### src/rtl/matmul_pkg.sv
// Shared constants, FSM state type and sizing helper for the matmul engine.
package matmul_pkg;

   localparam logic [4:0] OP_A = 5'b00100;
   localparam logic [4:0] OP_B = 5'b01000;
   localparam logic [4:0] OP_C = 5'b10000;

   typedef enum logic [2:0] {
      IDLE,
      LOAD_A,
      LOAD_B,
      LOAD_C,
      CALC,
      WRITE,
      DONE
   } state_e;

   function automatic int calc_max_dim(input int bus_w, input int data_w);
      return bus_w / data_w;
   endfunction

endpackage

### src/rtl/matmul_mac_unit.sv
// Signed DATA_WIDTH x DATA_WIDTH multiply into a wrapping BUS_WIDTH accumulator
// with optional bias preload and per-step signed overflow detection.
module matmul_mac_unit #(
   parameter int DATA_WIDTH = 8,
   parameter int BUS_WIDTH  = 16
) (
   input  logic                  clk_i,
   input  logic                  rst_ni,
   input  logic                  en_i,
   input  logic                  load_i,
   input  logic [BUS_WIDTH-1:0]  bias_i,
   input  logic [DATA_WIDTH-1:0] a_i,
   input  logic [DATA_WIDTH-1:0] b_i,
   output logic [BUS_WIDTH-1:0]  acc_o,
   output logic                  ovf_o
);
   localparam int EXT = BUS_WIDTH - DATA_WIDTH;

   logic [BUS_WIDTH-1:0] a_ext, b_ext, prod, base, sum, acc_d, acc_q;

   // Low BUS_WIDTH bits of the product of sign-extended operands equal the signed product.
   always_comb begin
      a_ext = {{EXT{a_i[DATA_WIDTH-1]}}, a_i};
      b_ext = {{EXT{b_i[DATA_WIDTH-1]}}, b_i};
      prod  = a_ext * b_ext;
      base  = load_i ? bias_i : acc_q;
      sum   = base + prod;
      ovf_o = en_i & (base[BUS_WIDTH-1] == prod[BUS_WIDTH-1])
                   & (sum[BUS_WIDTH-1] != base[BUS_WIDTH-1]);
      acc_d = en_i ? sum : acc_q;
   end

   always_ff @(posedge clk_i or negedge rst_ni) begin
      if (!rst_ni) acc_q <= '0;
      else         acc_q <= acc_d;
   end

   assign acc_o = acc_q;

endmodule

### src/rtl/matmul_seq_engine.sv
// Sequential matrix-multiply engine: loads A, B (and bias C when MATMUL_BIAS_EN
// is defined), accumulates one term per cycle and streams C' to the scratchpad.
module matmul_seq_engine
   import matmul_pkg::*;
#(
   parameter  int DATA_WIDTH = 8,
   parameter  int BUS_WIDTH  = 16,
   parameter  int ADDR_WIDTH = 32,
   localparam int MAX_DIM    = calc_max_dim(BUS_WIDTH, DATA_WIDTH),
   localparam int DIM_W      = $clog2(MAX_DIM) + 1
) (
   input  logic                       clk_i,
   input  logic                       rst_ni,
   input  logic                       start_i,
   input  logic                       mode_i,
   input  logic [DIM_W-1:0]           n_dim_i,
   input  logic [DIM_W-1:0]           k_dim_i,
   input  logic [DIM_W-1:0]           m_dim_i,
   output logic                       rd_req_o,
   output logic [ADDR_WIDTH-1:0]      rd_addr_o,
   input  logic [BUS_WIDTH-1:0]       rd_data_i,
   input  logic                       rd_valid_i,
   output logic                       wr_en_o,
   output logic [ADDR_WIDTH-1:0]      wr_addr_o,
   output logic [BUS_WIDTH-1:0]       wr_data_o,
   input  logic                       wr_ready_i,
   output logic                       busy_o,
   output logic                       done_o,
   output logic                       err_o,
   output logic [MAX_DIM*MAX_DIM-1:0] flags_o
);
   localparam int IW    = $clog2(MAX_DIM);
   localparam int IDX_W = 2 * IW;
   localparam int NE    = MAX_DIM * MAX_DIM;

   typedef logic [MAX_DIM-1:0][DATA_WIDTH-1:0] row_t;

   state_e                state_q, state_d;
   logic [IW-1:0]         row_q, row_d, col_q, col_d, idx_q, idx_d;
   logic [DIM_W-1:0]      n_q, n_d, k_q, k_d, m_q, m_d;
   logic                  err_q, err_d;
   logic [NE-1:0]         flags_q, flags_d;
   row_t [MAX_DIM-1:0]    a_q, a_d, b_q, b_d;
   logic [IDX_W-1:0]      elem;
   logic                  last_row_n, last_row_k, last_col, last_idx, illegal;
   logic                  mac_en, mac_load, mac_ovf;
   logic [BUS_WIDTH-1:0]  mac_bias, mac_acc;

`ifdef MATMUL_BIAS_EN
   logic                       bias_q, bias_d;
   logic [NE-1:0][BUS_WIDTH-1:0] c_q, c_d;
   assign mac_bias = bias_q ? c_q[elem] : '0;
`else
   logic unused_mode;
   assign unused_mode = mode_i;
   assign mac_bias    = '0;
`endif

   assign elem       = IDX_W'(row_q) * IDX_W'(MAX_DIM) + IDX_W'(col_q);
   assign last_row_n = ({1'b0, row_q} == n_q - DIM_W'(1));
   assign last_row_k = ({1'b0, row_q} == k_q - DIM_W'(1));
   assign last_col   = ({1'b0, col_q} == m_q - DIM_W'(1));
   assign last_idx   = ({1'b0, idx_q} == k_q - DIM_W'(1));
   assign illegal    = (n_dim_i == '0) || (n_dim_i > DIM_W'(MAX_DIM)) ||
                       (k_dim_i == '0) || (k_dim_i > DIM_W'(MAX_DIM)) ||
                       (m_dim_i == '0) || (m_dim_i > DIM_W'(MAX_DIM));

   matmul_mac_unit #(.DATA_WIDTH(DATA_WIDTH), .BUS_WIDTH(BUS_WIDTH)) u_mac (
      .clk_i  (clk_i),
      .rst_ni (rst_ni),
      .en_i   (mac_en),
      .load_i (mac_load),
      .bias_i (mac_bias),
      .a_i    (a_q[row_q][idx_q]),
      .b_i    (b_q[idx_q][col_q]),
      .acc_o  (mac_acc),
      .ovf_o  (mac_ovf)
   );

   always_comb begin
      state_d = state_q;
      row_d   = row_q;
      col_d   = col_q;
      idx_d   = idx_q;
      n_d     = n_q;
      k_d     = k_q;
      m_d     = m_q;
      err_d   = err_q;
      flags_d = flags_q;
      a_d     = a_q;
      b_d     = b_q;
`ifdef MATMUL_BIAS_EN
      bias_d  = bias_q;
      c_d     = c_q;
`endif
      rd_req_o  = 1'b0;
      rd_addr_o = '0;
      wr_en_o   = 1'b0;
      wr_addr_o = '0;
      wr_data_o = '0;
      mac_en    = 1'b0;
      mac_load  = 1'b0;
      case (state_q)
         IDLE: if (start_i) begin
            n_d     = n_dim_i;
            k_d     = k_dim_i;
            m_d     = m_dim_i;
            err_d   = illegal;
            flags_d = '0;
            a_d     = '0;
            b_d     = '0;
            row_d   = '0;
            col_d   = '0;
            idx_d   = '0;
`ifdef MATMUL_BIAS_EN
            bias_d  = mode_i;
`endif
            state_d = illegal ? DONE : LOAD_A;
         end
         LOAD_A: begin
            rd_req_o  = 1'b1;
            rd_addr_o = ADDR_WIDTH'({row_q, OP_A});
            if (rd_valid_i) begin
               a_d[row_q] = rd_data_i;
               row_d      = last_row_n ? '0 : row_q + IW'(1);
               if (last_row_n) state_d = LOAD_B;
            end
         end
         LOAD_B: begin
            rd_req_o  = 1'b1;
            rd_addr_o = ADDR_WIDTH'({row_q, OP_B});
            if (rd_valid_i) begin
               b_d[row_q] = rd_data_i;
               row_d      = last_row_k ? '0 : row_q + IW'(1);
`ifdef MATMUL_BIAS_EN
               if (last_row_k) state_d = bias_q ? LOAD_C : CALC;
`else
               if (last_row_k) state_d = CALC;
`endif
            end
         end
`ifdef MATMUL_BIAS_EN
         LOAD_C: begin
            rd_req_o  = 1'b1;
            rd_addr_o = ADDR_WIDTH'({elem, OP_C});
            if (rd_valid_i) begin
               c_d[elem] = rd_data_i;
               if (!last_col) col_d = col_q + IW'(1);
               else begin
                  col_d = '0;
                  row_d = last_row_n ? '0 : row_q + IW'(1);
                  if (last_row_n) state_d = CALC;
               end
            end
         end
`endif
         CALC: begin
            mac_en         = 1'b1;
            mac_load       = (idx_q == '0);
            flags_d[elem]  = flags_q[elem] | mac_ovf;
            idx_d          = last_idx ? '0 : idx_q + IW'(1);
            if (last_idx) state_d = WRITE;
         end
         WRITE: begin
            wr_en_o   = 1'b1;
            wr_addr_o = ADDR_WIDTH'({elem, OP_C});
            wr_data_o = mac_acc;
            if (wr_ready_i) begin
               state_d = CALC;
               if (!last_col) col_d = col_q + IW'(1);
               else begin
                  col_d = '0;
                  row_d = last_row_n ? '0 : row_q + IW'(1);
                  if (last_row_n) state_d = DONE;
               end
            end
         end
         DONE:    state_d = IDLE;
         default: state_d = IDLE;
      endcase
   end

   always_ff @(posedge clk_i or negedge rst_ni) begin
      if (!rst_ni) begin
         state_q <= IDLE;
         row_q   <= '0;
         col_q   <= '0;
         idx_q   <= '0;
         n_q     <= '0;
         k_q     <= '0;
         m_q     <= '0;
         err_q   <= 1'b0;
         flags_q <= '0;
         a_q     <= '0;
         b_q     <= '0;
      end else begin
         state_q <= state_d;
         row_q   <= row_d;
         col_q   <= col_d;
         idx_q   <= idx_d;
         n_q     <= n_d;
         k_q     <= k_d;
         m_q     <= m_d;
         err_q   <= err_d;
         flags_q <= flags_d;
         a_q     <= a_d;
         b_q     <= b_d;
      end
   end

`ifdef MATMUL_BIAS_EN
   always_ff @(posedge clk_i or negedge rst_ni) begin
      if (!rst_ni) begin
         bias_q <= 1'b0;
         c_q    <= '0;
      end else begin
         bias_q <= bias_d;
         c_q    <= c_d;
      end
   end
`endif

   assign busy_o  = (state_q != IDLE) && (state_q != DONE);
   assign done_o  = (state_q == DONE);
   assign err_o   = (state_q == DONE) && err_q;
   assign flags_o = flags_q;

endmodule

### config.mk
export PLATFORM = sky130hd
export DESIGN_NAME = matmul_seq_engine
export DESIGN_NICKNAME = d
export VERILOG_FILES = /design/src/rtl/matmul_pkg.sv /design/src/rtl/matmul_mac_unit.sv /design/src/rtl/matmul_seq_engine.sv
export SDC_FILE = /design/constraint.sdc
export NUM_CORES = 1
export LEC_CHECK = 0
export CAP_MARGIN = 15
export CORE_ASPECT_RATIO = 2
export CORE_UTILIZATION = 35
export CTS_CLUSTER_SIZE = 10
export DETAILED_ROUTE_END_ITERATION = 8
export PLACE_DENSITY = 0.56
export SETUP_SLACK_MARGIN = 0.5
export SYNTH_ARGS = -nofsm -noshare
export SYNTH_HDL_FRONTEND = slang
export SYNTH_SLANG_ARGS = --single-unit
### constraint.sdc
create_clock -name clk_i -period 6.4 [get_ports clk_i]
set_clock_uncertainty 0.15 [all_clocks]
set_input_delay 1.92 -clock clk_i [delete_from_list [all_inputs] [get_ports clk_i]]
set_output_delay 1.92 -clock clk_i [all_outputs]
set_load 0.02 [all_outputs]
==> impl_metrics.env, run 1 <==
export IMPL_fin_ws_ns=-0.04548
export IMPL_hold_end="err_q"
export IMPL_synth_area_um2=8065
export IMPL_hold_class="register to register"
export IMPL_p_per_area_nw_per_um2=546.3
export IMPL_slew_violations=0
export IMPL_cp_max_fo=5
export IMPL_rr_endpoint="u_mac.acc_o[15]"
export IMPL_die_x_um=109.3
export IMPL_cp_data_required_time_ns=6.49
export IMPL_wl_met2_mm=11.70
export IMPL_fillCellCount=2215
export IMPL_status="complete, but fails checks"
export IMPL_vias=6132
export IMPL_startpoint_type="register"
export IMPL_fmax_mhz=155.1
export IMPL_critPathMaxStageDelay_ns=0.54
export IMPL_yosys_top_cells_area="dfrtp_1, fa_1, a22o_1"
export IMPL_viasPerCell=4.969
export IMPL_multi_input_area_um2=5291
export IMPL_gp_congestion=0.7896
export IMPL_hold_worst_slack_ns=0.3339
export IMPL_end_kind="register"
export IMPL_worstHoldStart="err_q"
export IMPL_drc=0
export IMPL_clk_pin_slew_worst_paths_ns=0.08
export IMPL_postSynthAreaPerCell_um2=9.969
export IMPL_root_buffer="clkbuf_16"
export IMPL_synthToLayoutAreaGrowth_pct=25.99
export IMPL_final_hold_violation_count=0
export IMPL_post_drt_wl_per_cell_um=16.09
export IMPL_numCtsBuffers=9
export IMPL_htreeDepth=3
export IMPL_io_buffers=57
export IMPL_postSynthCellCount=809
export IMPL_fin_setup_tns_ns=-0.09949
export IMPL_dr_wl_met3_um=410
export IMPL_grt_first_pass_wirelength_mm=32.82
export IMPL_synthFlopType="dfrtp_1"
export IMPL_worstSkewPairLatency_ns=0.36
export IMPL_reg2reg_depth=29
export IMPL_cts_buffer_depth=2
export IMPL_grt_pass1_vias=6508
export IMPL_tritoncts="done"
export IMPL_m1WireLength_mm=7.089
export IMPL_finalNetCount=1076
export IMPL_min_path_cells=2
export IMPL_drt_total_wl_mm=19.85
export IMPL_grt_overflow_total=0
export IMPL_dieHeight_um=216.7
export IMPL_yosysWarnings=0
export IMPL_die_area_um2=23690
export IMPL_peakVddDrop_uv=196.8
export IMPL_drv_cap=0
export IMPL_crit_slowest_cell="fa_1"
export IMPL_min_period_over_period_pct=100.7
export IMPL_worstMarginPinSlew_ns=1.050
export IMPL_top_level_ports=117
export IMPL_finalSetupViolations=5
export IMPL_critPathKind="register to register"
export IMPL_rows=78
export IMPL_core_area_um2=22640
export IMPL_arrival_ns=6.54
export IMPL_drt_iter0_drc=113
export IMPL_seq_area_um2=2430
export IMPL_final_cell_mix="dfrtp_1, inv_1, buf_4"
export IMPL_grt_max_degree=80
export IMPL_antenna_found_initial=0
export IMPL_seq_area_frac_synth_pct=30.10
export IMPL_cp_common_cell="fa_1"
export IMPL_drive_above_1_share_pct=22.25
export IMPL_drt_pass1_iter_count=4
export IMPL_crit_family="adder cells"
export IMPL_cp_buffers_inverters=9
export IMPL_cts_num_sinks=97
export IMPL_grt_usage_pct=18.17
export IMPL_hpwl_mm=15.38
export IMPL_worst_r2r_setup_slack_ns=-0.05
export IMPL_final_common_cell="dfrtp_1"
export IMPL_yosysUniqueCellTypes=51
export IMPL_rsz0062_at_grt="true"
export IMPL_synth_edf_count=0
export IMPL_regToRegStartpoint="idx_q"
export IMPL_power_leakage_nw=4.949
export IMPL_fin_crit_ns=6.445
export IMPL_ant_nets=0
export IMPL_ys_ff_latch=97
export IMPL_top_layer="met4"
export IMPL_slew_headroom_pct=30.02
export IMPL_post_route_util_pct=44.88
export IMPL_violations="setup timing"
export IMPL_synth_top_area_share_pct=30.10
export IMPL_start_util_pct=35.62
export IMPL_synthArstFlopShare_pct=100.0
export IMPL_synth_top_area_cell="dfrtp_1"
-- power by group --
group          internal (mW)  switching [mW]  total (mW)
registers              0.837           0.163        1.00
clock network          0.308           0.254       0.562
logic                   1.97            2.02        3.99
total                   3.11            2.44        5.55
-- per-stage QoR --
step / power [mW] / std cells / worst slack, ns / instance area (um2)
final: 5.551 / 1234 / -0.04548 / 10160
after CTS: 5.404 / 1222 / -0.05289 / 9920
after global routing: 6.024 / 1233 / -0.2618 / 10160
after floorplan: 3.291 / 866 / 0.4032 / 8394
after detailed placement: 4.586 / 1195 / -0.1365 / 9349
after global placement: 4.525 / 1195 / -0.1168 / 9349
-- state kept, by name, summed over array words and instances, names as in the netlist --
register	cells
col_q	1
idx_q	1
state_q	3
k_q	2
b_q	32
row_q	1
a_q	32
u_mac.acc_o	16
err_q	1
m_q	2
flags_o	4
n_q	2
-- worst register-to-register path: cells and delay by family, from the launching register on --
family	cells	cell delay [ns]
adder cells (fa/ha/maj)	6	2.64
AND/OR/NAND/NOR	5	0.48
buffers and inverters	9	0.83
flip-flops	1	0.48
multiplexers	1	0.38
XOR/XNOR	1	0.28
AO/OA/AOI/OAI	7	1.11
-- Yosys cell counts, types with 2 or more instances --
library cell and count:
ha_1 44, nor3b_1 4, o22ai_1 2, o211ai_1 4, o21bai_1 3, nand3_1 7
nor3_2 2, buf_2 3, a21o_1 9, nand2_1 51, xor2_1 10, fa_1 56
o21a_1 2, inv_1 97, a21oi_1 21, o21ai_0 30, o211a_1 2, xnor2_1 19
mux4_2 15, a211oi_1 6, nor2b_1 21, or4_1 2, a221oi_1 3, a211o_1 2
buf_4 59, or2_2 3, a31oi_1 4, a22o_1 69, dfrtp_1 97, mux2_2 7
nor3_1 5, mux2i_1 4, o21ai_1 3, and2_1 65, nor2_1 29, nand2b_1 8
a221oi_2 2, clkbuf_1 21, and3_1 6
-- area by class of cell --
type	count	area share [%]
repair buffers	154	14.04
diodes	1	0.02463
flip-flops and latches	97	23.91
well taps	280	3.448
clock inverters	5	0.6280
clock buffers	11	2.290
inverters	97	3.583
multi-input cells	589	52.07
-- per-layer routing --
| metal | global-route usage (%) | vias up |
|---|---|---|
| met5 | 0 | - |
| met4 | 8.311 | 0 |
| met3 | 2.346 | 34 |
| met2 | 35.05 | 111 |
| met1 | 18.64 | 3084 |
| li1 | - | 2903 |
-- what timing repair did --
item | 4_1_cts | 5_1_grt
buffers inserted | 10 | 10
cloned | 1 | 0
hold buffers | 0 | 0
pin swaps | 25 | 31
endpoints found under the setup margin | 10 | 11
gates resized for setup | 41 | 33
-- how the worst max path moves through the flow --
stage / slack, ns / cells past startpoint / startpoint / endpoint
floorplan: 0.40 / 24 / row_q / flags_o[0]
global placement: -0.12 / 25 / idx_q / flags_o[3]
detailed placement: -0.14 / 25 / idx_q / flags_o[1]
CTS: -0.05 / 27 / idx_q / flags_o[1]
global route: -0.26 / 26 / idx_q / flags_o[1]
finish: -0.05 / 29 / idx_q / u_mac.acc_o[15]
-- cells by family (layout without fill, tap and decap cells) --
family | Yosys count | in the layout | synth area share (%)
AND/OR/NAND/NOR | 209 | 209 | 13.78
other | 1 | 59 | 0.04650
adder cells (fa/ha/maj) | 100 | 100 | 20.73
flip-flops | 97 | 97 | 30.10
XOR/XNOR | 30 | 30 | 3.351
multiplexers | 26 | 26 | 5.662
buffers and inverters | 180 | 267 | 11.17
AO/OA/AOI/OAI | 166 | 166 | 15.17
(Power assumes the default switching activity.)
==> run 2: changes to the inputs <==
- DONT_BUFFER_PORTS: default -> 1
- GPL_ROUTABILITY_DRIVEN: default -> 0
- PLACE_DENSITY: 0.56 -> 0.49
- SYNTH_HIERARCHICAL: default -> 1
==> run 2 against run 1 <==
  * The run ends with DRC, setup timing left
  * Fmax is 1.4% lower
  * Sequential share of layout area is 0.16 points lower
  * Via count is 1.9% lower
  * Total power is 4.5% higher
  * Area after synthesis is 3.7% higher
  * Largest cell class unchanged
  * Largest power group unchanged
==> impl_metrics.env, run 2 <==
export IMPL_slew_headroom_pct=41.14
export IMPL_drt_pass1_iter_count=6
export IMPL_grt_pass1_vias=6290
export IMPL_rsz0062_at_grt="true"
export IMPL_finalPower_mw=5.803
export IMPL_crit_family="adder cells"
export IMPL_synth_commonest_cells="inv_1, dfrtp_1, a22o_1"
export IMPL_grt_first_pass_wirelength_mm=32.90
export IMPL_postSynthCellCount=804
export IMPL_final_hold_violation_count=0
export IMPL_post_drt_wl_per_cell_um=16.77
export IMPL_multi_input_area_um2=5623
export IMPL_top_level_ports=117
export IMPL_drt_iter0_drc=142
export IMPL_dieHeight_um=220.7
export IMPL_crit_slowest_cell="mux4_2"
export IMPL_yosysWarnings=6
export IMPL_cp_buffers_inverters=8
export IMPL_status="complete, but fails checks"
export IMPL_fmax_mhz=153.0
export IMPL_violations="DRC, setup timing"
export IMPL_ant_nets=0
export IMPL_yosysMostFrequentCell="inv_1"
export IMPL_vias=6016
export IMPL_grt_usage_pct=17.53
export IMPL_final_cell_mix="buf_4, dfrtp_1, inv_1"
export IMPL_synth_area_um2=8367
export IMPL_worstSkewPairLatency_ns=0.37
export IMPL_critPathKind="register to register"
export IMPL_synthToLayoutAreaGrowth_pct=22.22
export IMPL_synthArstFlopShare_pct=100.0
export IMPL_rows=79
export IMPL_postSynthAreaPerCell_um2=10.41
export IMPL_min_period_over_period_pct=102.1
export IMPL_yosys_top_cells_area="dfrtp_1, fa_1, a22o_1"
export IMPL_finalNetCount=1058
export IMPL_synthFlopType="dfrtp_1"
export IMPL_power_leakage_nw=4.970
export IMPL_antenna_cells=0
export IMPL_final_common_cell="buf_4"
export IMPL_cp_data_required_time_ns=6.50
export IMPL_arrival_ns=6.64
export IMPL_critPathMaxStageDelay_ns=0.58
export IMPL_grt_max_degree=98
export IMPL_drc=14
export IMPL_ys_ff_latch=97
export IMPL_htreeDepth=3
export IMPL_drv_cap=0
export IMPL_hold_worst_slack_ns=0.3368
export IMPL_fin_crit_ns=6.536
export IMPL_p_per_area_nw_per_um2=567.4
export IMPL_seq_area_frac_synth_pct=29.01
export IMPL_hold_class="register to register"
export IMPL_worst_r2r_setup_slack_ns=-0.14
export IMPL_synth_top_area_share_pct=29.01
export IMPL_synth_top_area_cell="dfrtp_1"
export IMPL_cp_common_cell="fa_1"
export IMPL_yosysUniqueCellTypes=67
export IMPL_io_buffers=0
export IMPL_hpwl_mm=15.49
export IMPL_cts_num_sinks=97
export IMPL_core_area_um2=23330
export IMPL_seq_area_um2=2429
export IMPL_drive_above_1_share_pct=30.91
export IMPL_clk_pin_slew_worst_paths_ns=0.08
export IMPL_fin_ws_ns=-0.1363
export IMPL_synth_edf_count=0
export IMPL_startpoint_type="register"
export IMPL_cts_buffer_depth=2
export IMPL_antenna_found_initial=0
export IMPL_tritoncts="done"
export IMPL_peakVddDrop_uv=277.4
export IMPL_viasPerCell=4.939
export IMPL_root_buffer="clkbuf_16"
export IMPL_worstMarginPinSlew_ns=0.8830
export IMPL_grt_overflow_total=0
export IMPL_start_util_pct=35.87
export IMPL_drt_total_wl_mm=20.42
export IMPL_finalSetupViolations=5
export IMPL_cp_max_fo=7
export IMPL_die_x_um=111.3
export IMPL_fillCellCount=2252
export IMPL_numCtsBuffers=9
export IMPL_fin_setup_tns_ns=-0.4708
export IMPL_die_area_um2=24560
export IMPL_end_kind="register"
export IMPL_slew_violations=0
[run 2: cell types whose count changed in the layout (fill, tap and decap cells not counted), moves of 9 or more]
cell and change:
and2_1 -25, and3_1 +15, buf_4 +31, clkdlybuf4s50_1 -56
conb_1 +18, mux2_2 +22, nand2_1 -18, nor2b_1 -11
o21ai_0 -9
[run 2: kinds of logic (layout without fill, tap and decap cells)]
| logic type | count (synthesis) | in the layout | share of synthesized area (%) |
|---|---|---|---|
| compound gates | 156 | 156 | 14.30 |
| buf+inv | 194 | 250 | 12.14 |
| xor+xnor | 31 | 31 | 3.514 |
| mux | 52 | 52 | 9.257 |
| other cells | 1 | 76 | 0.04482 |
| flops | 97 | 97 | 29.01 |
| simple gates | 173 | 173 | 11.75 |
| fa+ha+maj | 100 | 100 | 19.98 |
[run 2: cell type report]
type | count | share of cell area [%]
Multi-Input combinational cell | 588 | 54.99
Timing Repair Buffer | 128 | 10.80
Clock buffer | 9 | 2.202
Sequential cell | 97 | 23.75
Tap cell | 283 | 3.463
Clock inverter | 7 | 0.8565
Inverter | 106 | 3.940
[run 2: routing by layer]
layer	share of wire, %	vias to the layer above	global-route usage, %
li1	-	2866	-
met1	35	3036	16.95
met2	60	92	36.50
met3	2.7	22	2.575
met4	2.1	0	6.486
met5	0	-	0
[run 2: tightest hold or removal path, cell delays in order, from the launching register on]
cell and delay [ns]:
dfrtp_1 0.35, nand2_1 0.05, o21ai_0 0.06
[run 2: per-stage QoR]
stage | cells | util (%) | instance area (um2) | setup WS [ns]
6_report | 1218 | 43.84 | 10230 | -0.1363
5_1_grt | 1218 | 43.84 | 10230 | -0.3801
4_1_cts | 1212 | 43.09 | 10050 | -0.1653
3_5_place_dp | 1174 | 39.76 | 9274 | -0.3163
3_3_place_gp | 1174 | 39.76 | 9274 | -0.2693
2_1_floorplan | 879 | - | 8770 | 0.2093
[run 2: final timing paths]
| path | start | endpoint | depth (start not counted) |
|---|---|---|---|
| setup / recovery | idx_q | flags_o[1] | 28 |
| hold reg to reg | err_q | err_q | 2 |
| min in group asynchronous | rst_ni | b_q[30] | 0 |
| max in group asynchronous | rst_ni | u_mac/acc_o[11] | 0 |
| setup reg to reg | idx_q | flags_o[1] | 28 |
| hold / removal | err_q | err_q | 2 |
[run 2: power breakdown]
| group | switching [mW] | internal, mW | total [mW] |
|---|---|---|---|
| clock network | 0.269 | 0.310 | 0.579 |
| logic | 2.03 | 2.19 | 4.21 |
| registers | 0.163 | 0.847 | 1.01 |
| total | 2.46 | 3.34 | 5.80 |
[run 2: what timing repair did]
action	in CTS	in global routing
pin swaps	45	29
gates cloned	1	0
setup buffers	21	6
setup endpoints to repair	10	11
gates resized for setup	58	26
hold buffers	0	0
==> run 3: changes to the inputs <==
- SKIP_CTS_REPAIR_TIMING: default -> 1
==> run 3 against run 2 <==
  * Sequential power about the same
  * Global-route usage decreased by 0.61 points
  * Worst hold slack about the same
  * Cell count decreased by 0.82%
  * Largest cell class unchanged
  * Combinational power decreased by 4%
  * Fmax decreased by 0.44%
  * Via count decreased by 0.43%
  * Critical path depth increased by 1
  * Sequential share of layout area increased by 0.36 points
  * Die area unchanged
  * The run still ends with DRC, setup timing left
  * Wire length decreased by 0.64%
==> impl_metrics.env, run 3 (synthesis gave the netlist of run 2 again) <==
export IMPL_status="complete, but fails checks"
export IMPL_violations="DRC, setup timing"
export IMPL_die_area_um2=24560
export IMPL_clk_pin_slew_worst_paths_ns=0.08
export IMPL_fmax_mhz=152.3
export IMPL_critPathMaxStageDelay_ns=0.53
export IMPL_cp_data_required_time_ns=6.52
export IMPL_core_area_um2=23330
export IMPL_worstSkewPairLatency_ns=0.37
export IMPL_grt_overflow_total=0
export IMPL_drt_iter0_drc=152
export IMPL_slew_headroom_pct=40.02
export IMPL_final_common_cell="buf_4"
export IMPL_final_cell_mix="buf_4, dfrtp_1, inv_1"
export IMPL_die_x_um=111.3
export IMPL_htreeDepth=3
export IMPL_min_period_over_period_pct=102.6
export IMPL_fin_crit_ns=6.565
export IMPL_top_level_ports=117
export IMPL_rsz0062_at_grt="true"
export IMPL_io_buffers=0
export IMPL_arrival_ns=6.68
export IMPL_final_hold_violation_count=0
export IMPL_viasPerCell=4.959
export IMPL_crit_slowest_cell="fa_1"
export IMPL_start_util_pct=35.87
export IMPL_slew_violations=0
export IMPL_tritoncts="done"
export IMPL_antenna_found_initial=0
export IMPL_fin_ws_ns=-0.1652
export IMPL_critPathKind="register to register"
export IMPL_p_per_area_nw_per_um2=559.9
export IMPL_drt_total_wl_mm=20.29
export IMPL_grt_max_degree=98
export IMPL_drc=14
export IMPL_dp_cells=1174
export IMPL_hpwl_mm=15.49
export IMPL_vias=5990
export IMPL_drt_pass1_iter_count=6
export IMPL_grt_usage_pct=16.92
export IMPL_grt_first_pass_wirelength_mm=31.80
export IMPL_antenna_cells=0
export IMPL_worstMarginPinSlew_ns=0.8997
export IMPL_fillCellCount=2262
export IMPL_finalNetCount=1048
export IMPL_rows=79
export IMPL_drive_above_1_share_pct=29.51
export IMPL_synthToLayoutAreaGrowth_pct=20.35
export IMPL_root_buffer="clkbuf_16"
export IMPL_cts_buffer_depth=2
export IMPL_drv_cap=0
export IMPL_numCtsBuffers=9
export IMPL_dieHeight_um=220.7
export IMPL_post_drt_wl_per_cell_um=16.80
export IMPL_hold_class="register to register"
export IMPL_startpoint_type="register"
export IMPL_power_leakage_nw=4.893
export IMPL_grt_pass1_vias=6134
export IMPL_end_kind="register"
export IMPL_cp_common_cell="fa_1"
export IMPL_cts_num_sinks=97
export IMPL_finalPower_mw=5.638
export IMPL_peakVddDrop_uv=275.8
export IMPL_ant_nets=0
export IMPL_finalSetupViolations=5
export IMPL_cp_max_fo=8
export IMPL_instances_no_fill=1208
## run 3: cell types whose count changed in the layout (fill, tap and decap cells not counted), sizes merged
| cell | before | now |
|---|---|---|
| buf | 128 | 118 |
## run 3: where the power goes
part           switching (mW)  total, mW  internal, mW
Sequential              0.161       1.01         0.846
Combinational            1.97       4.05          2.08
Clock                   0.271      0.581         0.310
Total                    2.40       5.64          3.23
## run 3: worst paths after layout
kind	startpoint	end	slack [ns]	cells after the start
worst max-delay path	idx_q	flags_o[0]	-0.17	29
worst min-delay path	err_q	err_q	0.34	2
worst max register to register	idx_q	flags_o[0]	-0.17	29
worst min register to register	err_q	err_q	0.34	2
max in group asynchronous	rst_ni	u_mac/acc_o[11]	4.79	0
min in group asynchronous	rst_ni	b_q[30]	1.09	0
## run 3: cell type report
cell class	instances	area, um2	area share (%)
multi-input cells	588	5599	55.60
well taps	283	354.1	3.516
inverters	106	402.9	4.001
clock buffers	9	225.2	2.237
flip-flops and latches	97	2427	24.11
clock inverters	7	87.58	0.8698
repair buffers	118	973.4	9.667
## run 3: critical path: cells and delay by family (launching register included)
family,cells,cell delay [ns]
and+or+nand+nor,5,0.73
adders and majority gates,6,2.38
buffers and inverters,8,0.77
AOI/OAI and AO/OA,8,1.51
DFF,1,0.41
muxes,1,0.42
xor gates and xnor gates,1,0.09
## run 3: metal layers
layer | share of wire, % | GRT usage (%)
met1 | 35 | 16.21
met3 | 3.3 | 2.629
met4 | 2.6 | 6.667
met5 | 0 | 0
met2 | 59 | 35.10
## run 3: per-stage QoR
step / hold WS, ns / instance area, um2 / setup WS [ns] / setup TNS (ns) / util, %
2_1_floorplan: 0.2918 / 8770 / 0.2093 / 0 / -
3_3_place_gp: 0.3133 / 9274 / -0.2693 / -1.057 / 39.76
6_report: 0.3369 / 10070 / -0.1652 / -0.6632 / 43.17
3_5_place_dp: 0.3256 / 9274 / -0.3163 / -1.290 / 39.76
4_1_cts: 0.3428 / 9587 / -0.3329 / -1.423 / 41.10
5_1_grt: 0.3654 / 10070 / -0.3872 / -1.756 / 43.17
==> edit: new RTL, settings of run 2 <==
Encoding of `state_e`: now one-hot (7 bits for 7 states).
--- a/src/rtl/matmul_pkg.sv
+++ b/src/rtl/matmul_pkg.sv
@@ -6,12 +6,12 @@
    localparam logic [4:0] OP_C = 5'b10000;
 
-   typedef enum logic [2:0] {
-      IDLE,
-      LOAD_A,
-      LOAD_B,
-      LOAD_C,
-      CALC,
-      WRITE,
-      DONE
+   typedef enum logic [6:0] {
+      IDLE   = 7'b0000001,
+      LOAD_A = 7'b0000010,
+      LOAD_B = 7'b0000100,
+      LOAD_C = 7'b0001000,
+      CALC   = 7'b0010000,
+      WRITE  = 7'b0100000,
+      DONE   = 7'b1000000
    } state_e;
 
Behaviour: no difference found for any inputs over 4 cycles, from zero or initial values and one cycle with rst_ni low; so few cycles prove little.
==> edit against run 2 <==
  * Die area grew 1.5%
  * Routed wire length is 5.9% higher
  * The flow still finishes with violations (DRC, setup timing)
  * Area after synthesis increased by 1.5%
  * Count of clock-buffer cells in the layout rose by 1
  * Critical path depth fell by 1
  * First-iteration DRC count is 4.2% higher
  * Worst setup slack lost 38 ps
  * Final area grew 0.32%
  * Via count increased by 3.1%
  * Sequential cell count rose by 3
  * Highest routed layer unchanged
Power is left out: it rests on default switching activity, and per cell area and clock period it moved more than threefold.
==> edit: results <==
set metrics [dict create \
    status "finished with violations" \
    fin_ws_ps -174 \
    first_iter_violations 148 \
    numCtsBuffers 9 \
    failed_checks "DRC, setup timing" \
    vias 6202 \
    via_per_inst 4.94 \
    dpl.hpwl_um 16500 \
    synth_commonest_cells "110 x inv_1, 99 x dfrtp_1, 65 x a22o_1, 65 x and2_1, 59 x buf_4" \
    avgSynthCellArea_um2 10.1 \
    drive_above_1_share_pct 26.8 \
    yosysSeqAreaShare_pct 29.5 \
    use_met2_pct 38.3 \
    cts_setup_buffers 18 \
    grt.total_usage_pct 18.7 \
    ys_types 63 \
    critPathArrivalTime_ps 6730 \
    layout.nets 1091 \
    post-place-ws_ps -374 \
    grt_max_degree 101 \
    worstRegToRegCells 27 \
    drc 3 \
    wl_met1_um 7520 \
    dr_wl_met3_um 540 \
    met3_usage_pct 3.00 \
    path_delay_family "adder cells" \
    num-fill-cells 2378 \
    yosys-top-cells-area "dfrtp_1 29%, fa_1 13%, a22o_1 6.7%" \
    ctsResizeCount 41 \
    slew_headroom_pct 36.5 \
    first_global_vias 6597 \
    setup_violations 5 \
    met1_usage_pct 18.0 \
    numPlacedInstances 1213 \
    wire_per_inst_um 17.2 \
    dr_wl_met2_um 13100 \
    grt_pass1_wl_um 35000 \
]
## edit: cell count changes after synthesis, moves of 8 or more
cell	run 2	this run
and3_1	20	2
inv_1	102	110
and2_1	45	65
buf_2	11	1
nand2_1	30	48
## edit: per-stage QoR
stage	hold slack, ps	setup TNS [ps]	cell area (µm²)	utilization (%)
floorplan	287	0	8870	-
global placement	305	-1750	9390	39.4
detailed placement	314	-1760	9390	39.4
CTS	333	-1140	10100	42.2
global route	370	-2190	10300	43.1
finish	329	-819	10300	43.1
## edit: cell type report
class / instances / area [µm²] / area share, %
Clock buffer: 10 / 239 / 2.33
Tap cell: 287 / 359 / 3.50
Multi-Input combinational cell: 622 / 5640 / 55.0
Timing Repair Buffer: 120 / 1040 / 10.1
Sequential cell: 100 / 2500 / 24.4
Clock inverter: 6 / 63.8 / 0.622
Inverter: 110 / 413 / 4.02
## edit: logic make-up (layout without fill, tap and decap cells)
| group | Yosys count | after routing | share of synthesized area [%] |
|---|---|---|---|
| adder cells (fa/ha/maj) | 100 | 100 | 19.7 |
| AND/OR/NAND/NOR | 205 | 205 | 13.1 |
| buffers and inverters | 192 | 246 | 11.5 |
| flip-flops | 100 | 100 | 29.5 |
| XOR/XNOR | 30 | 30 | 3.09 |
| other | 1 | 76 | 0.0442 |
| AO/OA/AOI/OAI | 161 | 161 | 14.3 |
| multiplexers | 50 | 50 | 8.78 |
## edit: worst max-delay path by stage
stage / from / to / depth (start not counted)
finish: idx_q / flags_o[1] / 27
global route: idx_q / flags_o[2] / 27
CTS: idx_q / flags_o[2] / 27
detailed placement: idx_q / flags_o[1] / 26
global placement: idx_q / flags_o[3] / 26
floorplan: row_q / flags_o[0] / 27
